--- src/rtl/word_select_gen_if.sv ---
// Instruction handshake between the word source and word_select_gen.
// The source offers is_word/is_valid; the generator raises is_ready at the last bit time.
interface word_select_gen_if #(
  parameter int unsigned IS_BITS = 10
);
  logic [IS_BITS-1:0] is_word;
  logic               is_valid;
  logic               is_ready;

  modport master (
    output is_word,
    output is_valid,
    input  is_ready
  );

  modport slave (
    input  is_word,
    input  is_valid,
    output is_ready
  );
endinterface

--- src/rtl/word_select_gen.sv ---
// Word-time generator for ARC: bit/digit counter, serial instruction with sync,
// field-decoded word select and a loadable digit pointer, all on cph2.
module word_select_gen #(
  parameter int unsigned DIGITS     = 14,
  parameter int unsigned BPD        = 4,
  parameter int unsigned EXP_DIGITS = 3,
  parameter int unsigned IS_BITS    = 10,
  parameter int unsigned SYNC_START = 45,
  parameter int unsigned PTR_RESET  = 3,
  parameter bit          GATE_WS    = 1'b0,
  localparam int unsigned F  = DIGITS * BPD,
  localparam int unsigned DW = $clog2(DIGITS),
  localparam int unsigned CW = $clog2(F)
) (
  input  logic                cph2,
  input  logic                rst,
  word_select_gen_if.slave    is_bus,
  input  logic [1:0]          ptr_cmd,
  input  logic [DW-1:0]       ptr_din,
  output logic                sync,
  output logic                is,
  output logic                ws,
  output logic [CW-1:0]       cnt,
  output logic [DW-1:0]       digit,
  output logic [DW-1:0]       ptr,
  output logic [7:0]          adr,
  output logic                frame_start
);

  localparam int unsigned IW = (IS_BITS > 1) ? $clog2(IS_BITS) : 1;

  if (SYNC_START + IS_BITS > F) begin : g_cfg_err
    $error("word_select_gen: instruction window runs past the end of the frame");
  end

  typedef enum logic [1:0] {
    PtrNone = 2'b00,
    PtrSet  = 2'b01,
    PtrInc  = 2'b10,
    PtrDec  = 2'b11
  } ptr_cmd_e;

  typedef enum logic [2:0] {
    FldP  = 3'b000,
    FldM  = 3'b001,
    FldX  = 3'b010,
    FldW  = 3'b011,
    FldWp = 3'b100,
    FldMs = 3'b101,
    FldXs = 3'b110,
    FldS  = 3'b111
  } fld_e;

  logic [CW-1:0]      cnt_q, cnt_d;
  logic [7:0]         adr_q, adr_d;
  logic [DW-1:0]      ptr_q, ptr_d;
  logic [IS_BITS-1:0] cur_word_q, cur_word_d;
  fld_e               fld_q, fld_d;
  logic               en_q, en_d;

  logic               wrap;
  logic [IW-1:0]      is_idx;
  logic               ws_raw;

  assign wrap = (cnt_q == CW'(F - 1));

  // Everything frame-level commits on the wrap edge, so a new ptr and a new
  // field become visible together at digit 0 of the next frame.
  always_comb begin
    cnt_d      = wrap ? '0 : cnt_q + 1'b1;
    adr_d      = adr_q;
    ptr_d      = ptr_q;
    cur_word_d = cur_word_q;
    fld_d      = fld_q;
    en_d       = en_q;
    if (wrap) begin
      adr_d      = adr_q + 8'd1;
      cur_word_d = is_bus.is_valid ? is_bus.is_word : '0;
      fld_d      = fld_e'(cur_word_q[4:2]);
      en_d       = (cur_word_q[1:0] == 2'b10);
      unique case (ptr_cmd_e'(ptr_cmd))
        PtrNone: ptr_d = ptr_q;
        PtrSet:  ptr_d = (ptr_din > DW'(DIGITS - 1)) ? DW'(DIGITS - 1) : ptr_din;
        PtrInc:  ptr_d = (ptr_q == DW'(DIGITS - 1)) ? '0 : ptr_q + 1'b1;
        PtrDec:  ptr_d = (ptr_q == '0) ? DW'(DIGITS - 1) : ptr_q - 1'b1;
        default: ptr_d = ptr_q;
      endcase
    end
  end

  always_ff @(posedge cph2 or posedge rst) begin
    if (rst) begin
      cnt_q      <= '0;
      adr_q      <= '0;
      ptr_q      <= DW'(PTR_RESET);
      cur_word_q <= '0;
      fld_q      <= FldP;
      en_q       <= 1'b0;
    end else begin
      cnt_q      <= cnt_d;
      adr_q      <= adr_d;
      ptr_q      <= ptr_d;
      cur_word_q <= cur_word_d;
      fld_q      <= fld_d;
      en_q       <= en_d;
    end
  end

  assign cnt         = cnt_q;
  assign adr         = adr_q;
  assign ptr         = ptr_q;
  assign digit       = DW'(cnt_q / CW'(BPD));
  assign frame_start = (cnt_q == '0);
  assign is_bus.is_ready = wrap;

  assign sync   = (cnt_q >= CW'(SYNC_START)) && (cnt_q <= CW'(SYNC_START + IS_BITS - 1));
  assign is_idx = IW'(cnt_q - CW'(SYNC_START));
  assign is     = sync & cur_word_q[is_idx];

  always_comb begin
    ws_raw = 1'b0;
    unique case (fld_q)
      FldP:    ws_raw = (digit == ptr_q);
      FldM:    ws_raw = (digit >= DW'(EXP_DIGITS)) && (digit <= DW'(DIGITS - 2));
      FldX:    ws_raw = (digit < DW'(EXP_DIGITS));
      FldW:    ws_raw = 1'b1;
      FldWp:   ws_raw = (digit <= ptr_q);
      FldMs:   ws_raw = (digit >= DW'(EXP_DIGITS)) && (digit <= DW'(DIGITS - 1));
      FldXs:   ws_raw = (digit == DW'(EXP_DIGITS - 1));
      FldS:    ws_raw = (digit == DW'(DIGITS - 1));
      default: ws_raw = 1'b0;
    endcase
  end

  assign ws = ws_raw & (en_q | ~GATE_WS);

endmodule

--- src/flat_wrapper.sv ---
// flat-port wrapper written by rule: the top's interface ports become plain ports
module word_select_gen_flat 
#(
  parameter int unsigned DIGITS     = 14,
  parameter int unsigned BPD        = 4,
  parameter int unsigned EXP_DIGITS = 3,
  parameter int unsigned IS_BITS    = 10,
  parameter int unsigned SYNC_START = 45,
  parameter int unsigned PTR_RESET  = 3,
  parameter bit          GATE_WS    = 1'b0,
  localparam int unsigned F  = DIGITS * BPD,
  localparam int unsigned DW = $clog2(DIGITS),
  localparam int unsigned CW = $clog2(F)
)
  (cph2, rst, ptr_cmd, ptr_din, sync, is, ws, cnt, digit, ptr, adr, frame_start, is_bus_is_word, is_bus_is_valid, is_bus_is_ready);
  word_select_gen_if #(.IS_BITS(IS_BITS)) is_bus_i ();
  input  logic cph2;
  input  logic rst;
  input  logic [1:0] ptr_cmd;
  input  logic [DW-1:0] ptr_din;
  output logic sync;
  output logic is;
  output logic ws;
  output logic [CW-1:0] cnt;
  output logic [DW-1:0] digit;
  output logic [DW-1:0] ptr;
  output logic [7:0] adr;
  output logic frame_start;
  input wire logic [$bits(is_bus_i.is_word)-1:0] is_bus_is_word;
  input wire logic [$bits(is_bus_i.is_valid)-1:0] is_bus_is_valid;
  output wire logic [$bits(is_bus_i.is_ready)-1:0] is_bus_is_ready;
  assign is_bus_i.is_word = is_bus_is_word;
  assign is_bus_i.is_valid = is_bus_is_valid;
  assign is_bus_is_ready = is_bus_i.is_ready;
  word_select_gen #(.DIGITS(DIGITS), .BPD(BPD), .EXP_DIGITS(EXP_DIGITS), .IS_BITS(IS_BITS), .SYNC_START(SYNC_START), .PTR_RESET(PTR_RESET), .GATE_WS(GATE_WS)) u_core (.cph2(cph2), .rst(rst), .is_bus(is_bus_i), .ptr_cmd(ptr_cmd), .ptr_din(ptr_din), .sync(sync), .is(is), .ws(ws), .cnt(cnt), .digit(digit), .ptr(ptr), .adr(adr), .frame_start(frame_start));
endmodule
--- config.mk ---
export PLATFORM = sky130hd
export DESIGN_NAME = word_select_gen_flat
export DESIGN_NICKNAME = d
export VERILOG_FILES = /design/src/rtl/word_select_gen_if.sv /design/src/rtl/word_select_gen.sv /design/src/flat_wrapper.sv
export SDC_FILE = /design/constraint.sdc
export NUM_CORES = 1
export LEC_CHECK = 0
export CORE_ASPECT_RATIO = 1.4
export CORE_MARGIN = 2
export CORE_UTILIZATION = 32
export CTS_BUF_LIST = sky130_fd_sc_hd__clkbuf_2 sky130_fd_sc_hd__clkbuf_4 sky130_fd_sc_hd__clkbuf_8
export DETAILED_ROUTE_END_ITERATION = 8
export SYNTH_ARGS = -nofsm -noshare
export SYNTH_HDL_FRONTEND = slang
export SYNTH_SLANG_ARGS = --single-unit
--- constraint.sdc ---
create_clock -name cph2 -period 2.1 [get_ports cph2]
set_input_delay 0.42 -clock cph2 [delete_from_list [all_inputs] [get_ports cph2]]
set_output_delay 0.42 -clock cph2 [all_outputs]
set_load 0.01 [all_outputs]
==> results, run 1 <==
- The run finished, with violations left.
- The final reports fail on setup timing.
- By area the synthesized netlist is led by sky130_fd_sc_hd__dfrtp_1, sky130_fd_sc_hd__ha_1, sky130_fd_sc_hd__nand2_1, sky130_fd_sc_hd__nand3_1, sky130_fd_sc_hd__xnor2_1.
- The number of antenna violations at the first check in global routing is 0.
- The post-synth design cell area is 2040 um^2.
- The highest layer touched by signal routing is met4.
- The required time reported for the critical path endpoint is 1.68 ns.
- The critical register-to-register path startpoint is u_core.cnt[1].
- The root buffer cell chosen for the clock tree is sky130_fd_sc_hd__clkbuf_8.
- The tree built by TritonCTS fans out to 31 sinks.
- In this run the mean area of a mapped cell was 8.88 um^2.
- The HPWL reported at the end of detailed placement is 3.96 mm.
- The hold violation count in the final report is 0.
- Summed over its instances, the top area cell type makes up 35.5% of the synthesized netlist area.
- The number of cells on the worst reg-to-reg path is 9.
- The prevailing post-synth register cell is sky130_fd_sc_hd__dfrtp_1.
- The highest net fanout along the worst path is 3.
- After clock tree synthesis, the clock-pin slew on the worst setup and hold paths is 0.07 ns.
- The full die area is 7050 um^2.
- Dividing total power by cell area gives a power density of 431 nW/um^2.
- The CTS tree is done.
- The share of synthesized flip-flops with an asynchronous set or reset is 100%.
- For the worst-skew pair, the clock arrives at the later sink with an insertion delay of 0.28 ns.
- The maximum vdd ir drop is 0.329 mV.
- The iteration count of the initial detailed-routing pass is 4.
- The worst setup path is captured at an output pin.
- The tightest slew margin relative to the limit is 64.0%.
- The setup slack after layout is -0.186 ns.
- The core area is 6210 um^2.
- Counting every net in the synthesized netlist gives 261.
- The cell count after synthesis is 230.
- For this design the top-level I/O count stands at 46.
- The path class of the tightest hold or removal check is flop to flop.
- The height of the die is 98.5 um.
- The filler cells instantiated in the layout total 614.
- The dominant cell type by area after synthesis is sky130_fd_sc_hd__dfrtp_1.
- The critical path is of the flop to output pin type.
- The via count normalized by instance count is 5.04.
- Setup repair after global routing could not meet its margin everywhere.
- STA puts the critical path data arrival time at 1.87 ns.
- Compared with the post-synthesis result, the final layout area differs by 53.3%.
- Adding up every negative setup slack in the final design gives -0.381 ns.
- The post-route core utilization is 50.4%.
- The number of enable flip-flop cells after synthesis is 0.
- The total congestion overflow is 0.
- Once detail routing completed, the nets flagged for antenna violations numbered 0.
- The final estimated routing congestion in global placement is 0.833.
- The synthesis warning total is 0.
- After the first detailed-routing iteration, the DRC count stood at 65.
- The transition time at the pin with the least slew margin is 0.540 ns.
- The detailed router put a total of 2.26 mm of wire on met1.
- The synthesized netlist contains 51 unique library cells.
- The number of DRC violations after detailed routing is 0.
- In this run the critical register-to-register path is captured at u_core.ptr[3].
- For this configuration, the core starts out at a cell density of 32.9%.
- The share of layout cells above drive strength 1 is 26.8%.
- The end of the worst hold path is u_core.cur_word_q[7].
- The startpoint of the most critical hold path is u_core.cur_word_q[7].
- The number of pins with negative max-slew slack in the final report is 0.
- Derived from the worst setup path, the maximum achievable clock frequency is 437 MHz.
- Counting along the longest clock path gives a buffer depth of 2.
- Across the run, the number of max-cap violations was 0.
- The clock skew is 0.00452 ns.
- In the synthesized netlist, the cells that appear most often are sky130_fd_sc_hd__nand2_1, sky130_fd_sc_hd__dfrtp_1, sky130_fd_sc_hd__nand3_1, sky130_fd_sc_hd__ha_1, sky130_fd_sc_hd__inv_1.
- The routed wire length on met3 is 122 um.
- Across every metal layer, demand over resource in global routing totals 16.6%.
- The final wirelength is 5.39 mm.
- Of the synthesized area, sequential elements account for 38.1%.
- The repair_antennas step left the layout with diodes totalling 0.
- Subtracting the final worst setup slack from the clock period gives 2.29 ns.
- The final layout net count is 347.
- The die span in x is 71.5 um.
- In the final layout, the multi-input gates occupy 1240 um^2.
- The worst hold path cell count is 2.
- The wire length per cell is 13.9 um.
- Across all layers, the routed design uses 1,962 vias.
- The reg-to-reg setup timing slack is 0.11 ns.
- The row count is 34.
- The number of buffers created by CTS is 5.
- The flip-flop and latch area is 781 um^2.
- The number of port buffers is 45.
- The leading cell type by number of instances after synthesis is sky130_fd_sc_hd__nand2_1.
- The final setup violation count is 3.
- The global-route wire length before repair is 9.36 mm.
- The static leakage is 1.40 nW.
- The number of synthesized register bits is 31.
- The total power is 1.35 mW.
- The H-tree was split into 2 levels.
- The critical path launch point type is a flop.
- The met2 wirelength from detailed routing is 2.92 mm.
- Of the available clock period, the critical path in the final layout requires 109%.
- The maximum number of pins on one net before global-route repair is 26.
- The number of global-route vias before repair was 1,993.
==> registers in the layout (all words and copies together), names as in the netlist <==
| signal | flops |
|---|---|
| u_core.cnt | 6 |
| u_core.cur_word_q | 10 |
| u_core.ptr | 4 |
| u_core.adr | 8 |
| u_core.fld_q | 3 |
==> how the worst max path moves through the flow <==
stage | from | slack (ns) | endpoint | depth (start not counted)
final | u_core.cnt[1] | -0.19 | is | 6
after global routing | u_core.cnt[1] | -0.27 | is | 6
after CTS | u_core.cnt[0] | -0.20 | is | 6
after detailed placement | u_core.cnt[1] | -0.30 | is | 6
after global placement | u_core.cnt[0] | -0.28 | is | 6
after floorplan | u_core.cnt[0] | 0.03 | is | 6
==> critical path, stage by stage (launching register included) <==
cell                       delay (ns)
sky130_fd_sc_hd__dfrtp_1         0.41
sky130_fd_sc_hd__buf_4           0.15
sky130_fd_sc_hd__o21ai_2         0.14
sky130_fd_sc_hd__xor2_1          0.09
sky130_fd_sc_hd__or4b_1          0.54
sky130_fd_sc_hd__a21boi_2        0.12
sky130_fd_sc_hd__buf_2           0.13
==> per-stage QoR <==
step	setup WS [ns]	cell area (um^2)	instances	hold WS (ns)
CTS	-0.196	3020	385	0.468
detailed placement	-0.302	2840	374	0.452
global route	-0.272	3130	389	0.507
global placement	-0.285	2840	374	0.450
floorplan	0.0287	2050	230	0.430
finish	-0.186	3130	389	0.465
==> cell families (layout without fill, tap and decap cells) <==
logic type               count (synthesis)  after routing  share of synthesized area, %
flip-flops                              31             31                          38.1
multiplexers                             5              5                          4.16
AND/OR/NAND/NOR                        104            104                          25.2
AO/OA/AOI/OAI                           37             37                          13.0
adder cells (fa/ha/maj)                 12             12                          7.35
XOR/XNOR                                11             11                          4.72
buffers and inverters                   30            117                          7.47
==> layer usage <==
layer	global-route usage [%]	vias up
met5	0	-
met4	6.10	0
met3	2.35	5
met2	29.6	25
met1	20.0	946
li1	-	986
==> where the power goes <==
group / switching, mW / total (mW) / internal (mW)
Combinational: 0.100 / 0.210 / 0.109
Sequential: 0.00449 / 0.612 / 0.608
Clock: 0.229 / 0.527 / 0.298
Total: 0.334 / 1.35 / 1.02
==> placed cells by master (no fill, tap or decap), types with 3 or more instances in the layout <==
cell type	n
sky130_fd_sc_hd__nand2_1	40
sky130_fd_sc_hd__dfrtp_1	27
sky130_fd_sc_hd__clkbuf_8	7
sky130_fd_sc_hd__xnor2_1	7
sky130_fd_sc_hd__ha_4	5
sky130_fd_sc_hd__nor2b_1	4
sky130_fd_sc_hd__nand2b_1	4
sky130_fd_sc_hd__inv_1	11
sky130_fd_sc_hd__clkdlybuf4s50_1	40
sky130_fd_sc_hd__nand4_1	5
sky130_fd_sc_hd__buf_6	5
sky130_fd_sc_hd__ha_1	7
sky130_fd_sc_hd__buf_12	3
sky130_fd_sc_hd__buf_4	43
sky130_fd_sc_hd__nor3_1	6
sky130_fd_sc_hd__a21oi_1	4
sky130_fd_sc_hd__xor2_1	4
sky130_fd_sc_hd__o211ai_1	3
sky130_fd_sc_hd__nor2_1	9
sky130_fd_sc_hd__nand3_1	20
sky130_fd_sc_hd__o31ai_1	3
sky130_fd_sc_hd__o21ai_0	6
==> area by class of cell <==
| cell class | count | share of cell area, % |
|---|---|---|
| multi-input combinational | 169 | 39.7 |
| clock buffer | 7 | 3.08 |
| inverter | 14 | 1.68 |
| clock inverter | 1 | 0.240 |
| timing repair buffer | 95 | 27.6 |
| tap | 72 | 2.88 |
| sequential | 31 | 24.9 |
==> what timing repair did <==
action / in CTS / in global routing
endpoints found under the hold margin: 0 / 0
hold buffers: 0 / 0
setup endpoints to repair: 5 / 4
pin swaps: 8 / 8
cloned: 0 / 0
setup buffers: 3 / 4
resized for setup: 29 / 14
(Power assumes the default switching activity.)
==> run 2: changes to the inputs <==
--- a/config.mk
+++ b/config.mk
@@ -10,6 +10,7 @@
 export CORE_UTILIZATION = 32
 export CTS_BUF_LIST = sky130_fd_sc_hd__clkbuf_2 sky130_fd_sc_hd__clkbuf_4 sky130_fd_sc_hd__clkbuf_8
 export DETAILED_ROUTE_END_ITERATION = 8
+export SLEW_MARGIN = 0
 export SYNTH_ARGS = -nofsm -noshare
 export SYNTH_HDL_FRONTEND = slang
 export SYNTH_SLANG_ARGS = --single-unit
==> results of run 2 <==
Final layout, timing and power as in run 1 (identical DEF).
==> run 3: changes to the inputs <==
--- a/config.mk
+++ b/config.mk
@@ -10,6 +10,7 @@
 export CORE_UTILIZATION = 32
 export CTS_BUF_LIST = sky130_fd_sc_hd__clkbuf_2 sky130_fd_sc_hd__clkbuf_4 sky130_fd_sc_hd__clkbuf_8
 export DETAILED_ROUTE_END_ITERATION = 8
+export SKIP_LAST_GASP = 1
 export SLEW_MARGIN = 0
 export SYNTH_ARGS = -nofsm -noshare
 export SYNTH_HDL_FRONTEND = slang
==> results, run 3 (synthesized netlist as in run 1, its figures left out) <==
- In this run the static leakage power is 1.40 nW.
- In this run the worst path has a maximum fanout of 3.
- STA puts the critical path data required time at 1.68 ns.
- TritonCTS built the clock tree.
- The final layout contains routed wiring with a total length of 5.39 mm.
- The H-tree depth is 2.
- The iteration count of the initial detailed-routing pass is 6.
- The number of antenna violations at the first check in global routing is 0.
- Across all setup checks in the final design, the least slack found is -0.186 ns.
- The detailed router put a total of 2.26 mm of wire on met1.
- For this run, the post-layout net count is 347.
- The clock-pin slew reported for the worst setup and hold paths after clock tree synthesis is 0.07 ns.
- The final setup violation count is 3.
- The final route contains 1,960 vias.
- The HPWL reported at the end of detailed placement is 3.96 mm.
- The register with the most flip-flops in the final layout is u_core.cur_word_q.
- Dividing the detail-routed via count by the number of cells gives 5.04.
- The number of DRC violations after detailed routing is 0.
- The critical path is of the flop to output pin type.
- The power per unit of standard cell area is 431 nW/um^2.
- For this configuration, the core starts out at a cell density of 32.9%.
- The tightest min-delay check is of the flop to flop type.
- The repair_antennas step left the layout with diodes totalling 0.
- The flow ran to the end, but the final reports show violations.
- The number of global-route vias before repair is 1,993.
- The library cell used most frequently in the layout, excluding fill and tap cells, is sky130_fd_sc_hd__buf_4.
- The worst setup path is launched from a flop.
- The met2 wirelength from detailed routing is 2.91 mm.
- The final estimated routing congestion in global placement is 0.833.
- Counting the buffers created by CTS gives 5.
- The overall global routing resource usage is 16.6%.
- At the pin with the least slew margin, the transition time is 0.540 ns.
- The hold violation count in the final report is 0.
- The row count is 34.
- The full die area is 7050 um^2.
- The die span in x is 71.5 um.
- After global routing the overflow that remains totals 0.
- The number of pins with negative max-slew slack in the final report is 0.
- The worst slack on hold paths is 0.465 ns.
- Between clock sinks in the finished design, the worst skew comes to 0.00434 ns.
- The data arrival time of the worst path is 1.87 ns.
- Wire segments on met3 add up to 122 um in the final route.
- The tool flagged a number of max-cap violations equal to 0.
- The post-placement worst setup slack is -0.302 ns.
- In this run the tightest slew margin relative to its limit is 64.0%.
- The topmost layer with routed signal wires is met4.
- For the worst-skew pair, the clock arrives at the later sink with an insertion delay of 0.28 ns.
- Setup repair after global routing could not meet its margin everywhere.
- The worst path in the final design needs a cycle of 2.29 ns, including I/O delays and setup.
- The number of cells on the worst reg-to-reg path is 9.
- Clock tree synthesis selected as its root buffer the cell sky130_fd_sc_hd__clkbuf_8.
- Entering global routing, the biggest net connects 26 pins.
- The share of layout cells above drive strength 1 is 26.5%.
- In the layout the commonest cells are sky130_fd_sc_hd__buf_4, sky130_fd_sc_hd__nand2_1, sky130_fd_sc_hd__clkdlybuf4s50_1.
- STA classifies the critical path endpoint as an output pin.
- Pin placement for this block handled 46 I/O pins.
- The height of the die is 98.5 um.
- The maximum vdd ir drop is 0.329 mV.
- In the final routed layout, each cell accounts on average for 13.9 um.
- The checks that failed: setup timing.
- In this run the standard cell core region covers 6210 um^2.
- Counting instances, the worst hold path has a depth of 2.
- The number of routed nets with antenna violations is 0.
- The clock passes through at most 2 buffers.
- Derived from the worst setup path, the maximum achievable clock frequency is 437 MHz.
- For this run, the share of the core covered by cells in the final layout is 50.4%.
- The first global-routing pass estimated 9.36 mm of wire.
- The starting DRC count in detailed routing is 60.
- The number of port buffers is 45.
- The number of buffers inserted by hold repair at cts is 0.
- From synthesis to final layout, the design area changed by 53.1%.
- The post-route fraction of the period consumed by the critical path is 109%.
- The flip-flop count of the largest register, all copies and words added is 10.
- The total power is 1.35 mW.
- The tree built by TritonCTS fans out to 31 sinks.
run 3: metrics by stage:
step           std cells  instance area [um^2]  setup TNS, ns
2_1_floorplan        230                  2050              0
3_3_place_gp         374                  2840         -0.608
3_5_place_dp         374                  2840         -0.657
4_1_cts              385                  3020         -0.350
5_1_grt              389                  3130         -0.638
6_report             389                  3130         -0.381
run 3: layer usage:
layer  up-vias  GRT usage [%]
met4         0           6.10
met1       945           20.0
met3         5           2.35
met2        25           29.6
li1        985              -
met5         -              0
run 3: final cells by class:
cell class / count / area, um^2
Fill cell: 615 / 3080
Multi-Input combinational cell: 169 / 1240
Timing Repair Buffer: 95 / 863
Sequential cell: 31 / 781
Clock buffer: 7 / 96.3
Tap cell: 72 / 90.1
Inverter: 14 / 52.6
Clock inverter: 1 / 7.51
run 3: path summary, 6_finish.rpt:
check                                     startpoint                    to  slack (ns)
worst min-delay path            u_core.cur_word_q[7]  u_core.cur_word_q[7]        0.47
worst max register to register         u_core.cnt[1]         u_core.ptr[3]        0.11
worst max-delay path                   u_core.cnt[1]                    is       -0.19
min in group asynchronous                        rst         u_core.adr[1]        0.48
worst min register to register  u_core.cur_word_q[7]  u_core.cur_word_q[7]        0.47
max in group asynchronous                        rst         u_core.cnt[4]        1.12
run 3: critical path, stage by stage (launching register included):
cell and delay, ns:
sky130_fd_sc_hd__dfrtp_1 0.41, sky130_fd_sc_hd__buf_4 0.15, sky130_fd_sc_hd__o21ai_2 0.14, sky130_fd_sc_hd__xor2_1 0.09, sky130_fd_sc_hd__or4b_1 0.54, sky130_fd_sc_hd__a21boi_2 0.12, sky130_fd_sc_hd__buf_2 0.13
run 3: where the power goes:
| part | internal [mW] | switching [mW] |
|---|---|---|
| Sequential | 0.608 | 0.00449 |
| Clock | 0.298 | 0.229 |
| Combinational | 0.108 | 0.0996 |
| Total | 1.01 | 0.333 |
run 3: what timing repair did:
action,4_1_cts,5_1_grt
pin swaps,8,8
endpoints found under the setup margin,5,4
setup buffers,3,4
gates resized for setup,29,13
==> RTL change (flow settings as in run 2) <==
`adr_q` and `cur_word_q` no longer have a reset.
--- a/src/rtl/word_select_gen.sv
+++ b/src/rtl/word_select_gen.sv
@@ -91,19 +91,20 @@
   always_ff @(posedge cph2 or posedge rst) begin
     if (rst) begin
       cnt_q      <= '0;
-      adr_q      <= '0;
       ptr_q      <= DW'(PTR_RESET);
-      cur_word_q <= '0;
       fld_q      <= FldP;
       en_q       <= 1'b0;
     end else begin
       cnt_q      <= cnt_d;
-      adr_q      <= adr_d;
       ptr_q      <= ptr_d;
-      cur_word_q <= cur_word_d;
       fld_q      <= fld_d;
       en_q       <= en_d;
     end
+  end
+
+  always_ff @(posedge cph2) begin
+    adr_q      <= adr_d;
+    cur_word_q <= cur_word_d;
   end
 
   assign cnt         = cnt_q;
Check against the original RTL: same outputs for any inputs over 10 cycles, from zero or initial values and one cycle with rst high; that may be too few to reach the edited logic, so the function may still have changed.
==> RTL change against run 2 <==
The flow still finishes with violations (negative setup slack). Die area down 4.6%. Cell area down 8.2%. Register-to-register slack better by 170 ps. Core utilization down 1.4 points. Sequential cell count unchanged. Cell count down 15%. Area after synthesis down 4.8%. Via count down 15%. Wire length down 15%. Setup slack better by 20 ps. Largest cell class unchanged.
Power is not compared: it rests on default switching activity, and its combinational part moved more than twofold at a synthesized area within 25%.
==> RTL change: results (changes against run 2) <==
{| class="wikitable"
! Metric !! Value
|-
| All-Layer GR Usage || 14.5% (was 16.6%)
|-
| Weighted congestion at the end of routability-driven global placement || 0.829 (was 0.833)
|-
| Detailed-route vias per instance || 5.00 (was 5.04)
|-
| Pin count of the biggest net entering global routing || 25 (was 26)
|-
| Global-route wire length before repair || 7730 um (was 9360 um)
|-
| Failing checks || negative setup slack (unchanged)
|-
| Share of Yosys cell area claimed by the top area cell type || 27.8% (was 35.5%)
|-
| Rel. slew slack || 64.7% (was 64.0%)
|-
| Pre-CTS WS || -194 ps (was -302 ps)
|-
| Commonest cells in the synthesized netlist || sky130_fd_sc_hd__edfxtp_1, sky130_fd_sc_hd__inv_1, sky130_fd_sc_hd__ha_1, sky130_fd_sc_hd__dfrtp_1 (was sky130_fd_sc_hd__nand2_1, sky130_fd_sc_hd__dfrtp_1, sky130_fd_sc_hd__nand3_1, sky130_fd_sc_hd__ha_1, sky130_fd_sc_hd__inv_1)
|-
| Number of enable-type register cells in the synthesized netlist || 18 (was 0)
|-
| Number of global-route vias before repair || 1661 (was 1993)
|-
| Setup Viol. Count Final || 2 (was 3)
|-
| Mux contribution to synthesized area || 5.66% (was 4.16%)
|-
| Dpl hpwl || 3360 um (was 3960 um)
|-
| Crit Reg-Reg Startpoint || u_core.cnt[4] (was u_core.cnt[1])
|-
| Run status || finished, violations left (unchanged)
|-
| Gate Count Post-Synth || 180 (was 230)
|-
| Layout Nets || 292 (was 347)
|-
| Share of final-layout standard cells stronger than drive strength 1 || 29.0% (was 26.8%)
|-
| Final worst setup slack || -166 ps (was -186 ps)
|-
| Total negative slack || -258 ps (was -381 ps)
|-
| Area share of fa/ha/maj cells after synthesis || 7.72% (was 7.35%)
|-
| Sequential-to-total area share from yosys stat || 44.6% (was 38.1%)
|-
| Worst hold path type || input port to async pin (was flop to flop)
|-
| Area of placed instances || 2630 um^2 (was 2840 um^2)
|-
| Post-Synth XOR/XNOR Area || 4.50% (was 4.72%)
|-
| Number of inserted filler cells in the final layout || 567 (was 614)
|}
[RTL change: cell type report]
type,count,area [um^2],area share [%]
multi-input combinational,124,1040,36.0
clock inverter,3,20.0,0.696
timing repair buffer,84,738,25.7
inverter,15,56.3,1.96
sequential,31,870,30.2
clock buffer,5,68.8,2.39
tap,70,87.6,3.04
[RTL change: what timing repair did]
| item | in CTS | in global routing |
|---|---|---|
| buffers inserted | 8 | 2 |
| setup endpoints to repair | 5 | 4 |
| gates resized for setup | 22 | 12 |
| pin swaps | 4 | 7 |
[RTL change: worst paths after layout]
check	to	cells past startpoint	slack [ps]
min in group cph2	u_core.fld_q[2]	1	540
hold reg to reg	u_core.fld_q[2]	1	540
setup reg to reg	u_core.fld_q[1]	8	280
hold / removal	u_core.ptr[2]	2	470
setup / recovery	ws	7	-170
max in group asynchronous	u_core.cnt[3]	2	1250
[RTL change: kinds of logic after synthesis]
family	Yosys count
buffers and inverters	25
xor gates and xnor gates	10
adders and majority gates	12
muxes	8
AOI/OAI and AO/OA	36
and+or+nand+nor	58
DFF	31
[RTL change: routing by layer]
layer | GRT usage, % | wire length, um
met2 | 27.0 | 2420
met5 | 0 | 0
met3 | 2.51 | 183
met1 | 15.9 | 1840
met4 | 7.21 | 135
[RTL change: power by group through the flow]
stage	sequential [mW]	combinational (mW)	clock, mW
final	0.642	0.0687	0.476
after CTS	0.642	0.0696	0.493
after detailed placement	0.655	0.0693	0
after global routing	0.642	0.0777	0.520
after floorplan	0.655	0.0257	0
after global placement	0.655	0.0689	0
[RTL change: worst max-delay path: cells and delay by family (launching register included)]
family,cells,cell delay [ps]
fa+ha+maj,1,260
compound gates,3,520
simple gates,1,50
buf+inv,2,200
flops,1,540
